===== src/rtl/alu_arbiter.sv =====
// Two-requester round-robin front end for a shared combinational ALU.
// One operation in flight: IDLE accepts, EXEC captures, RESP holds the result.
module alu_arbiter #(
    parameter int WIDTH = 32
) (
    input  logic               clk,
    input  logic               reset,
    input  logic [1:0]         req_valid,
    output logic [1:0]         req_ready,
    input  logic [2*WIDTH-1:0] req_A,
    input  logic [2*WIDTH-1:0] req_B,
    input  logic [7:0]         req_sel,
    input  logic [1:0]         req_B_sel,
    input  logic [9:0]         req_shamt,
    output logic [WIDTH-1:0]   alu_data_A,
    output logic [WIDTH-1:0]   alu_data_B,
    output logic [3:0]         alu_sel,
    output logic               alu_B_sel,
    output logic [4:0]         alu_shamt,
    input  logic [WIDTH-1:0]   alu_out,
    output logic               rsp_valid,
    input  logic               rsp_ready,
    output logic               rsp_id,
    output logic [WIDTH-1:0]   rsp_data
);

    typedef enum logic [1:0] {
        IDLE,
        EXEC,
        RESP
    } state_t;

    state_t           state;
    logic             ptr;
    logic             gnt_id;
    logic [1:0]       grant;
    logic             accept;

    logic [WIDTH-1:0] op_a;
    logic [WIDTH-1:0] op_b;
    logic [3:0]       op_sel;
    logic             op_b_sel;
    logic [4:0]       op_shamt;
    logic             op_id;

    // Pointer only matters on contention; a lone requester always wins.
    always_comb begin
        gnt_id = 1'b0;
        if (&req_valid) begin
            gnt_id = ptr;
        end else if (req_valid[1]) begin
            gnt_id = 1'b1;
        end
        grant = 2'b00;
        if (|req_valid) begin
            grant = gnt_id ? 2'b10 : 2'b01;
        end
        req_ready = (state == IDLE && !reset) ? grant : 2'b00;
        accept    = |(req_valid & req_ready);
    end

    assign alu_data_A = op_a;
    assign alu_data_B = op_b;
    assign alu_sel    = op_sel;
    assign alu_B_sel  = op_b_sel;
    assign alu_shamt  = op_shamt;

    always_ff @(posedge clk) begin
        if (reset) begin
            state     <= IDLE;
            ptr       <= 1'b0;
            op_a      <= '0;
            op_b      <= '0;
            op_sel    <= '0;
            op_b_sel  <= 1'b0;
            op_shamt  <= '0;
            op_id     <= 1'b0;
            rsp_valid <= 1'b0;
            rsp_id    <= 1'b0;
            rsp_data  <= '0;
        end else begin
            unique case (state)
                IDLE: begin
                    if (accept) begin
                        op_a     <= gnt_id ? req_A[2*WIDTH-1:WIDTH]
                                           : req_A[WIDTH-1:0];
                        op_b     <= gnt_id ? req_B[2*WIDTH-1:WIDTH]
                                           : req_B[WIDTH-1:0];
                        op_sel   <= gnt_id ? req_sel[7:4] : req_sel[3:0];
                        op_b_sel <= gnt_id ? req_B_sel[1] : req_B_sel[0];
                        op_shamt <= gnt_id ? req_shamt[9:5] : req_shamt[4:0];
                        op_id    <= gnt_id;
                        ptr      <= ~gnt_id;
                        state    <= EXEC;
                    end
                end
                EXEC: begin
                    rsp_data  <= alu_out;
                    rsp_id    <= op_id;
                    rsp_valid <= 1'b1;
                    state     <= RESP;
                end
                RESP: begin
                    if (rsp_ready) begin
                        rsp_valid <= 1'b0;
                        state     <= IDLE;
                    end
                end
                default: begin
                    rsp_valid <= 1'b0;
                    state     <= IDLE;
                end
            endcase
        end
    end

endmodule


===== config.mk =====
export PLATFORM = sky130hd
export DESIGN_NAME = alu_arbiter
export DESIGN_NICKNAME = d
export VERILOG_FILES = /design/src/rtl/alu_arbiter.sv
export SDC_FILE = /design/constraint.sdc
export NUM_CORES = 1
export LEC_CHECK = 0
export CAP_MARGIN = 10
export CORE_ASPECT_RATIO = 1.1
export CORE_MARGIN = 1.5
export CORE_UTILIZATION = 33
export DETAILED_ROUTE_END_ITERATION = 12
export HOLD_SLACK_MARGIN = 0.12
export PLACE_DENSITY_LB_ADDON = 0.1
export SLEW_MARGIN = 20
export SYNTH_ARGS = -nofsm -noshare
export SYNTH_HDL_FRONTEND = slang
export SYNTH_SLANG_ARGS = --single-unit

===== constraint.sdc =====
create_clock -name clk -period 1.5 [get_ports clk]
set_clock_uncertainty 0.2 [all_clocks]
set_input_delay 0.225 -clock clk [delete_from_list [all_inputs] [get_ports clk]]
set_output_delay 0.225 -clock clk [all_outputs]
set_load 0.02 [all_outputs]

* Yosys cells after proc, flatten, opt, wreduce, memory -nomap -nowiden
Index checks and enable logic that the tools add are counted.
** Word-level totals
- Flip-flop bits (word level) :: 112
- Input port bits :: 185
- Output and inout bits :: 110
- Logic and storage cells :: 42
** Cells by class
- Eq/ne operators :: 4
- Multiplexer cells :: 15
- Bitwise operators :: 3
- Reduce and logical (&&, ||, !) cells :: 9
** Operator list (count)
- $mux 32 :: 2
- $mux 2 :: 5
- $reduce_and 2->1 :: 4
- $pmux 2 s3 :: 1
- $mux 5 :: 1
- $mux 1 :: 4
- $mux 4 :: 1
- $ne 2x2->1 const B :: 2
- $reduce_or 2->1 :: 2
- $pmux 1 s3 :: 1
- $and 2x2->2 :: 1
- $eq 2x1->1 const B :: 1
- $eq 2x2->1 const B :: 1
- $logic_not 2->1 :: 1
- $not 1->1 :: 2
- $logic_and 1x1->1 :: 1
- $logic_not 1->1 :: 1

* Longest topological paths before layout
Gate-level depths: netlist of run 1.
- Depth in word-level cells :: 9
- Mapped depth :: 7
- Depth with buffers taken out :: 4

* Least setup slack after synthesis of run 1
Ideal clock, no wire load.
- Kind :: reg-to-reg
- Start :: register state[0]
- End :: register op_a[23] (netlist: alu_data_A[23])
- Library setup time :: 0.116 ns
- Arrival :: 1.167 ns
- Data required time :: 1.184 ns
- Setup slack :: 0.017 ns
- Stages on the path, launching flop included :: 7
- Path buffers :: 2
- Period minus slack after synthesis :: 1.483 ns
- Cells stage by stage :: dfxtp_1 -> nor3_4 -> and3_1 -> buf_6 -> buf_12 -> a22oi_2 -> nand2_1
** Between the ends
- Cells in the longest elaborated chain, start to end :: 6
** RTL lines
- start, declared :: RTL line 33 : state_t state;
- start signal, assigned :: RTL line 70 : state <= IDLE;
- start signal, assigned :: RTL line 94 : state <= EXEC;
- start signal, assigned :: RTL line 101 : state <= RESP;
- $logic_not 2->1 :: RTL line 58 : req_ready = (state == IDLE && !reset) ? grant : 2'b00;
- $logic_and 1x1->1 :: RTL line 58
- $mux 2 :: RTL line 58
- via req_ready[0] :: RTL line 9 : output logic [1:0] req_ready,
- $and 2x2->2 :: RTL line 59 : accept = |(req_valid & req_ready);
- $reduce_or 2->1 :: RTL line 59
- $reduce_and 2->1 (no line)
- end signal, assigned :: RTL line 85 : op_a <= gnt_id ? req_A[2*WIDTH-1:WIDTH]
- end, declared :: RTL line 39 : logic [WIDTH-1:0] op_a;
The timed path passes the listed nets, and every way through them passes these cells.
A chain may end at the register's enable or synchronous reset.

* Final worst setup path of run 1
- Start :: register state[0]
- End :: output req_ready[0]
** Between the ends
- Cells in the longest elaborated chain, start to end :: 3
** RTL lines (RTL line)
- $logic_not 2->1 :: 58
- $logic_and 1x1->1 :: 58
- $mux 2 :: 58
- end, declared :: 9
Every way passes these cells.

==> results of run 1 <==
[layer usage]
metal  GRT usage [%]  share of wire, %  vias up
met5               0                 0        -
met4            10.8               3.2        0
met3            6.12               7.3       31
met2            42.1                52      188
met1            24.5                38     2227
li1                -                 -     2293
[repair_timing]
action,in CTS,in global routing
resized for setup,206,87
pin swaps,110,23
gates cloned,14,3
buffers inserted,18,4
endpoints found under the setup margin,181,135
endpoints found under the hold margin,0,0
[worst max-delay path by stage]
stage | startpoint | endpoint | slack (ns) | depth (start not counted)
after global placement | reset | req_ready[1] | -0.65 | 4
after floorplan | state[0] | alu_data_A[23] | 0.02 | 6
final | state[0] | req_ready[0] | -0.23 | 3
after CTS | state[0] | req_ready[0] | -0.23 | 3
after detailed placement | reset | alu_sel[2] | -0.69 | 7
after global routing | state[0] | req_ready[0] | -0.28 | 3
[cell usage in the layout (no fill, tap or decap), types with 2 or more instances in the layout]
cell / n
clkdlybuf4s15_1: 45
clkbuf_2: 22
buf_6: 5
nand3b_1: 5
buf_16: 11
nor2_1: 4
dlygate4sd2_1: 40
bufinv_16: 3
clkinvlp_4: 2
buf_4: 10
dfxtp_2: 3
a21oi_1: 34
a22oi_2: 68
nand2_1: 194
clkbuf_16: 12
inv_1: 2
clkdlybuf4s15_2: 4
buf_12: 17
dfxtp_1: 109
buf_8: 6
nand2_2: 11
clkdlybuf4s50_1: 181
mux2i_1: 5
o21ai_0: 5
[area by class of cell]
cell class | instances | area, µm²
fillers | 1194 | 5100
repair buffers | 344 | 3710
flip-flops and latches | 112 | 2250
multi-input cells | 341 | 2090
well taps | 188 | 235
clock buffers | 9 | 225
clock inverters | 7 | 119
inverters | 2 | 7.51
[worst max-delay path: stages (launching register included)]
cell and delay [ns]:
dfxtp_2 0.34, nor3_4 0.23, and3_4 0.26, buf_6 0.13
[metrics by stage]
stage | setup WS [ns] | util, %
2_1_floorplan | 0.0172 | -
3_3_place_gp | -0.652 | 56.3
3_5_place_dp | -0.689 | 56.3
4_1_cts | -0.235 | 63.4
5_1_grt | -0.281 | 62.8
6_report | -0.225 | 62.8
[cell families after synthesis]
group                  after synthesis  synth area share (%)
DFF                                112                  48.4
and+or+nand+nor                    223                  19.2
AOI/OAI and AO/OA                  113                  23.8
muxes                                5                  1.08
buffers and inverters               39                  7.51
[where the power goes]
group / internal, mW / switching, mW
Clock: 1.64 / 1.14
Sequential: 3.25 / 0.177
Combinational: 1.23 / 1.09
[state kept, by name, summed over array words and instances (netlist names)]
register and count:
alu_B_sel 1, alu_data_A 32, alu_data_B 32, alu_sel 4
alu_shamt 5, op_id 1, ptr 1, rsp_data 32
rsp_id 1, rsp_valid 1, state 2
==> results.cfg, run 1 <==
[outcome]
status = finished with violations
failed_checks = negative setup slack

[floorplan]
num_rows = 45
start_util_pct = 33.7
num_io_pins = 295
die_x_um = 116
die_area_um2 = 14800
die_h_um = 127
core_area_um2 = 13700

[sta]
fmax_mhz = 580
fin_ws_ns = -0.225
rsz0062_at_grt = yes
holdWs_ns = 0.203
final_hold_viol_count = 0
slew_headroom_pct = 70.5
drv_slew = 0
tns_ns = -8.95
finalSetupViolations = 72
worst_pin_slew_ns = 0.442
post-route-min-period_ns = 1.73
finalCritPeriodShare_pct = 115

[clock_network]
cts_htree_levels = 3
cts.sinks = 112
clkSlewWorstSetupHoldPaths_ns = 0.08
root_buffer = clkbuf_16
cts-buffers-inserted = 9
cts_buffer_depth = 2
cts_hold_buffers = 0
cts_tree = yes
clkLatencyLatePin_ns = 0.35

[synthesis]
syn_area_per_cell_um2 = 9.42
yosys_warnings = 0
ys_seq_area_share_pct = 48.4
yosysTopAreaCellShare_pct = 48.4
synth.largest_area_cell = dfxtp_1
syn_area_um2 = 4630
synth-seq-cells = 112
synth_common_cells = 206 x nand2_1, 112 x dfxtp_1, 68 x a22oi_2
synth_most_common_cell = nand2_1
synth_cells = 492
ys.flop_type = dfxtp_1
synthArstFlopShare_pct = 0
synth_edf_count = 0
yosys-top-cells-area = dfxtp_1 48%, a22oi_2 18%, nand2_1 17%
yosysUniqueCellTypes = 25
synth_nets = 677

[critical_path]
critPathCaptureType = output pin
r2r_cells = 8
critPathLaunchType = register
r2r_start = state[0]
crit_fanout = 3
worst-setup-path-type = reg2out
cp_data_required_time_ns = 1.07
reg2reg_slack_ns = -0.21
rr_endpoint = alu_shamt[3]
cp.arrival_ns = 1.30

[min_path]
holdPathStages = 3
hp-class = in2reg
hold_path_end = alu_data_A[24]
min_from = req_A[56]

[grt]
grt_max_degree = 43
grt.total_usage_pct = 23.1
first_global_vias = 4840
overflow = 0
antenna_found_initial = 0
grt_pass1_wl_mm = 25.9

[drt]
dr.pass1.iters = 4
postRouteAntennaNets = 0
vias = 4739
wirelength_mm = 17.4
routedWlPerCell_um = 17.4
route.detailed.drc = 0
drtIter0Drc = 171
viasPerCell = 4.72

[pwr]
ir_drop_uv = 538
leakage_nw = 3.68
p_total_mw = 8.54
p_per_area_nw_per_um2 = 989

[job]
cap_viol_max_count = 0

[cells_and_area]
design_area_um2 = 8630
fin_cells = 1003
syn2layout_area_growth_pct = 86.3
antenna_cells = 0
nets = 995
final_layout_size_suffix_gt1_share_pct = 22.8

[placement]
place_inst = 958
dp_hpwl_mm = 11.5
portBuffers = 294
placed_area_um2 = 7730
gp_congestion = 0.785
No activity file was read; power rests on OpenSTA's default activity.
==> run 2, diff against run 1 <==
--- a/config.mk
+++ b/config.mk
@@ -5,11 +5,13 @@
 export SDC_FILE = /design/constraint.sdc
 export NUM_CORES = 1
 export LEC_CHECK = 0
+export ABC_AREA = 0
 export CAP_MARGIN = 10
 export CORE_ASPECT_RATIO = 1.1
 export CORE_MARGIN = 1.5
-export CORE_UTILIZATION = 33
+export CORE_UTILIZATION = 25
 export DETAILED_ROUTE_END_ITERATION = 12
+export DONT_BUFFER_PORTS = 1
 export HOLD_SLACK_MARGIN = 0.12
 export PLACE_DENSITY_LB_ADDON = 0.1
 export SLEW_MARGIN = 20
==> results.cfg, run 2 (synthesis results as in run 1) <==
[outcome]
status = finished with violations
failed_checks = negative hold slack, negative setup slack

[critical_path]
r2r_cells = 9
critPathLaunchType = register
cp_data_required_time_ns = 1.07
critPathCaptureType = output pin
cp.arrival_ns = 1.32
crit_fanout = 6
worst-setup-path-type = reg2out

[floorplan]
die_x_um = 133
core_area_um2 = 18300
num_io_pins = 295
start_util_pct = 25.3
num_rows = 52
die_area_um2 = 19400
die_h_um = 146

[clock_network]
cts_tree = yes
cts_buffer_depth = 2
cts.sinks = 112
cts-buffers-inserted = 9
root_buffer = clkbuf_16
cts_htree_levels = 3
clkLatencyLatePin_ns = 0.35
clkSlewWorstSetupHoldPaths_ns = 0.07

[pwr]
switching_share_pct = 30.2
p_sw_mw = 2.37
p_total_mw = 7.86
power_frac_seq_pct = 48.7
ir_drop_uv = 535
pwr-share-clk_pct = 31.8
combPwrFrac_pct = 19.5
leakage_nw = 3.08
p_int_mw = 5.49
p_per_area_nw_per_um2 = 1030

[placement]
placed_area_um2 = 4940
gp_congestion = 0.708
dp_slack_ns = -0.0480
portBuffers = 0
dp_hpwl_mm = 9.54

[drt]
route.detailed.drc = 0
routedWlPerCell_um = 18.4
vias = 4234
wirelength_mm = 16.8
viasPerCell = 4.65
postRouteAntennaNets = 0
drtIter0Drc = 93
dr.pass1.iters = 4

[min_path]
holdPathStages = 1
hp-class = in2reg

[grt]
antenna_found_initial = 0
first_global_vias = 4538
grt_max_degree = 44
overflow = 0
grt_pass1_wl_mm = 24.7
grt.total_usage_pct = 16.4

[sta]
worst_pin_slew_ns = 0.344
tns_ns = -13.00
final_hold_viol_count = 41
rsz0062_at_grt = yes
fmax_mhz = 573
finalCritPeriodShare_pct = 116
slew_headroom_pct = 77.0
drv_slew = 0
post-route-min-period_ns = 1.75
fin_ws_ns = -0.247
finalSetupViolations = 74
holdWs_ns = -0.267

[job]
cap_viol_max_count = 0

[cells_and_area]
layout_commonest_cell = nand2_1
antenna_cells = 0
nets = 848
layout_common_cells = 152 x nand2_1, 141 x dlygate4sd3_1, 109 x dfxtp_1, 69 x a22oi_2, 40 x nand2_2
final_layout_size_suffix_gt1_share_pct = 31.3
design_area_um2 = 7630
syn2layout_area_growth_pct = 64.7
==> run 2: worst max-delay path, cell delays in order (launching register included) <==
cell and delay, ns:
dfxtp_4 0.36, nor3_4 0.18, buf_6 0.12, o211a_4 0.17
buf_8 0.13
==> run 2: area by class of cell <==
type	count	area, µm²
fillers	1707	10700
repair buffers	197	2450
multi-input cells	341	2310
flip-flops and latches	112	2250
well taps	243	304
clock buffers	11	243
clock inverters	5	65.1
inverters	2	7.51
==> run 2: metal layers <==
metal | global-route usage [%] | vias to the layer above | part of all wire, %
li1 | - | 2009 | -
met1 | 17.4 | 2009 | 38
met2 | 29.4 | 195 | 52
met3 | 5.50 | 21 | 8.6
met4 | 6.87 | 0 | 2.2
met5 | 0 | - | 0
==> run 2: stage by stage <==
step,instances,util (%)
after floorplan,492,-
after global placement,721,27.0
after detailed placement,721,27.0
after CTS,895,39.0
after global routing,911,41.7
final,911,41.7
==> run 2: power by group through the flow <==
stage                     clock [mW]  combinational, mW  sequential [mW]
after floorplan                    0              0.690             3.82
after global placement             0              0.839             3.90
after detailed placement           0              0.863             3.90
after CTS                       2.63               1.39             3.83
after global routing            2.71               1.65             3.86
final                           2.50               1.53             3.83
==> run 2: timing repair <==
action	in CTS	in global routing
cloned	12	5
buffers inserted	8	14
setup endpoints to repair	65	78
pin swaps	3	81
hold buffers	138	3
endpoints found under the hold margin	110	48
gates resized for setup	23	101
==> run 2: worst paths after layout <==
check	startpoint	end	slack, ns
worst max-delay path	state[0]	req_ready[1]	-0.25
worst min-delay path	reset	rsp_data[22]	-0.27
worst max register to register	state[0]	alu_data_B[15]	-0.23
worst min register to register	op_id	rsp_id	0.26
==> run 3, diff against run 2 <==
==> constraint.sdc (replaced) <==
create_clock -name clk -period 2 [get_ports clk]
set_clock_uncertainty 0.2 [all_clocks]
set_input_delay 0.3 -clock clk [delete_from_list [all_inputs] [get_ports clk]]
set_output_delay 0.3 -clock clk [all_outputs]
set_load 0.02 [all_outputs]
==> results.cfg, run 3 <==
[placement]
dp_hpwl_mm = 9.19
portBuffers = 0
placed_area_um2 = 4750
gp_congestion = 0.743

[synthesis]
ys_seq_area_share_pct = 48.4
synth-seq-cells = 112
synth_most_common_cell = nand2_1
synthArstFlopShare_pct = 0
synth.largest_area_cell = dfxtp_1
synth_cells = 492
synth_common_cells = 206 x nand2_1, 112 x dfxtp_1, 68 x a22oi_2
ys.flop_type = dfxtp_1
yosys-top-cells-area = dfxtp_1 48%, a22oi_2 18%, nand2_1 17%
syn_area_per_cell_um2 = 9.42
yosys_warnings = 0
yosysTopAreaCellShare_pct = 48.4
synth_edf_count = 0
yosysUniqueCellTypes = 25
syn_area_um2 = 4630
synth_nets = 677

[outcome]
status = did not finish
tool.error = [ERROR RSZ-0060] Max buffer count reached.
lastStage = 4_1_cts

[clock_network]
root_buffer = clkbuf_16
cts_hold_buffers = 146
postCtsSetupBuffers = 0
cts_resized = 1
cts-buffers-inserted = 9
cts.sinks = 112
cts_buffer_depth = 2
cts_htree_levels = 3

[floorplan]
die_h_um = 146
start_util_pct = 25.3
die_x_um = 133
num_io_pins = 295
num_rows = 52
==> run 3: cell counts after synthesis <==
Identical to the previous run, type by type.
==> run 3: cell families after synthesis <==
logic type / Yosys count / synth area share, %
flip-flops: 112 / 48.4
AO/OA/AOI/OAI: 113 / 23.8
AND/OR/NAND/NOR: 223 / 19.2
multiplexers: 5 / 1.08
buffers and inverters: 39 / 7.51
==> run 3: stage by stage <==
| stage | std cells | hold WS, ns | setup WS (ns) |
|---|---|---|---|
| floorplan | 492 | 0.199 | 0.406 |
| global placement | 707 | 0.173 | 0.388 |
| detailed placement | 707 | 0.174 | 0.353 |
==> run 4, diff against run 3 <==
--- a/config.mk
+++ b/config.mk
@@ -7,13 +7,11 @@
 export LEC_CHECK = 0
 export ABC_AREA = 0
 export CAP_MARGIN = 10
-export CORE_ASPECT_RATIO = 1.1
 export CORE_MARGIN = 1.5
-export CORE_UTILIZATION = 25
+export CORE_UTILIZATION = 20
 export DETAILED_ROUTE_END_ITERATION = 12
 export DONT_BUFFER_PORTS = 1
-export HOLD_SLACK_MARGIN = 0.12
-export PLACE_DENSITY_LB_ADDON = 0.1
+export PLACE_DENSITY_LB_ADDON = 0.15
 export SLEW_MARGIN = 20
 export SYNTH_ARGS = -nofsm -noshare
 export SYNTH_HDL_FRONTEND = slang
==> results.cfg, run 4 <==
[outcome]
status = did not finish
lastStage = 4_1_cts
tool.error = [ERROR RSZ-0060] Max buffer count reached.

[clock_network]
root_buffer = clkbuf_16
cts_buffer_depth = 2
cts_resized = 0
cts_htree_levels = 3
cts_hold_buffers = 153
cts-buffers-inserted = 9
cts.sinks = 112
postCtsSetupBuffers = 1

[synthesis]
synth_fa_ha_area_share_pct = 0
synth_common_cells = 206 x nand2_1, 112 x dfxtp_1, 68 x a22oi_2
yosys-top-cells-area = dfxtp_1 48%, a22oi_2 18%, nand2_1 17%
ys.flop_type = dfxtp_1
synth_nets = 677
syn_area_per_cell_um2 = 9.42
synth_most_common_cell = nand2_1
synth.largest_area_cell = dfxtp_1
synth_top_family_by_area = compound AO/OA/AOI/OAI gates
yosysUniqueCellTypes = 25
ys_seq_area_share_pct = 48.4
synth_compound_area_share_pct = 23.8
yosys_warnings = 0
syn_area_um2 = 4630
synthArstFlopShare_pct = 0
synthXorXnorAreaFrac_pct = 0
synth_cells = 492
synth_simple_gate_area_share_pct = 19.2
yosysTopAreaCellShare_pct = 48.4
synth_edf_count = 0
synth-seq-cells = 112
muxShareOfSynthArea_pct = 1.08

[floorplan]
die_h_um = 155
start_util_pct = 20.4
num_rows = 55
num_io_pins = 295
die_x_um = 155

[placement]
gp_congestion = 0.676
portBuffers = 0
dp_hpwl_mm = 8.90
dp_slack_ns = 0.247
-- run 4: cell counts after synthesis --
No cell type changed its count.
-- run 4: kinds of logic after synthesis --
family                 count (synthesis)
AND/OR/NAND/NOR                      223
AO/OA/AOI/OAI                        113
flip-flops                           112
buffers and inverters                 39
multiplexers                           5
-- run 4: per-stage QoR --
step                instance area [µm²]  cells  utilization (%)  hold WS, ns
detailed placement                 4780    747             21.0        0.177
floorplan                          4630    492                -        0.199
global placement                   4780    747             21.0        0.173
==> RTL edit: new RTL, flow settings as in run 2 <==
Change the parameter `WIDTH` from 32 to 36.
--- a/src/rtl/alu_arbiter.sv
+++ b/src/rtl/alu_arbiter.sv
@@ -1,7 +1,7 @@
 // Two-requester round-robin front end for a shared combinational ALU.
 // One operation in flight: IDLE accepts, EXEC captures, RESP holds the result.
 module alu_arbiter #(
-    parameter int WIDTH = 32
+    parameter int WIDTH = 36
 ) (
     input  logic               clk,
     input  logic               reset,
Ports: changed (6 resized); port bits go from 295 to 327. No check against the original RTL was run, so the function may have changed too.
==> RTL edit against run 2 <==
The run now fails in clock tree synthesis; area after synthesis about the same.
==> RTL edit: results (changes against run 2) <==
* Outcome: stopped before the end
- The flow stopped in clock tree synthesis.
- Error message: [ERROR RSZ-0060] Max buffer count reached.
- The number of gates given a new drive strength after cts came to 72 (+210%).
- Cells taking the most area after synthesis: dfxtp_1 (54%), nand2_1 (19%), a22oi_1 (11%)
- Post-CTS Setup Repair Bufs: 18 (+10)
- The synthesized netlist net count is 748 (+10%).
* Post-CTS Hold Buffers: 166 (+20%)
- CTS Sinks: 124 (+11%)
- Count of distinct cell types in the synthesized netlist: 26 (+4.0%)
- The fraction of registers with async set/reset came to 0% (unchanged).
- The CTS buffer count was 17 (+8).
- Htree depth: 4 (+1)
- The cell sitting at the root of the clock tree is a clkbuf_16.
- The number of buffers on the longest clock path came to 2 (unchanged).
- Sorting the synthesized cells by how often they occur yields nand2_1 (230), dfxtp_1 (124), a22oi_1 (67).
- Number of warnings issued by yosys: 0 (unchanged)
- Routability-driven placement congestion ratio: 0.750 (+5.9%)
- Final HPWL from detailed placement: 9950 um (+4.2%)
* Post-synthesis area per instance: 8.53 sq um (-9.4%)
- The post-synthesis sequential area ratio came to 53.6% (+5.2 points).
- The pre-CTS setup slack was -166 ps (-118 ps).
* Instance area at placement: 4960 sq um (+0.30%)
* Port bufs: 0 (unchanged)
[RTL edit: cells by family after synthesis]
| kind of cell | count (synthesis) | share of synthesized area [%] |
|---|---|---|
| compound gates | 125 | 19.1 |
| buf+inv | 42 | 5.35 |
| flops | 124 | 53.6 |
| mux | 5 | 1.08 |
| simple gates | 247 | 20.9 |
[RTL edit: per-stage QoR]
step | cells | util [%] | hold WS [ps]
floorplan | 543 | - | 124
global placement | 763 | 27.1 | 98.0
detailed placement | 763 | 27.1 | 98.0
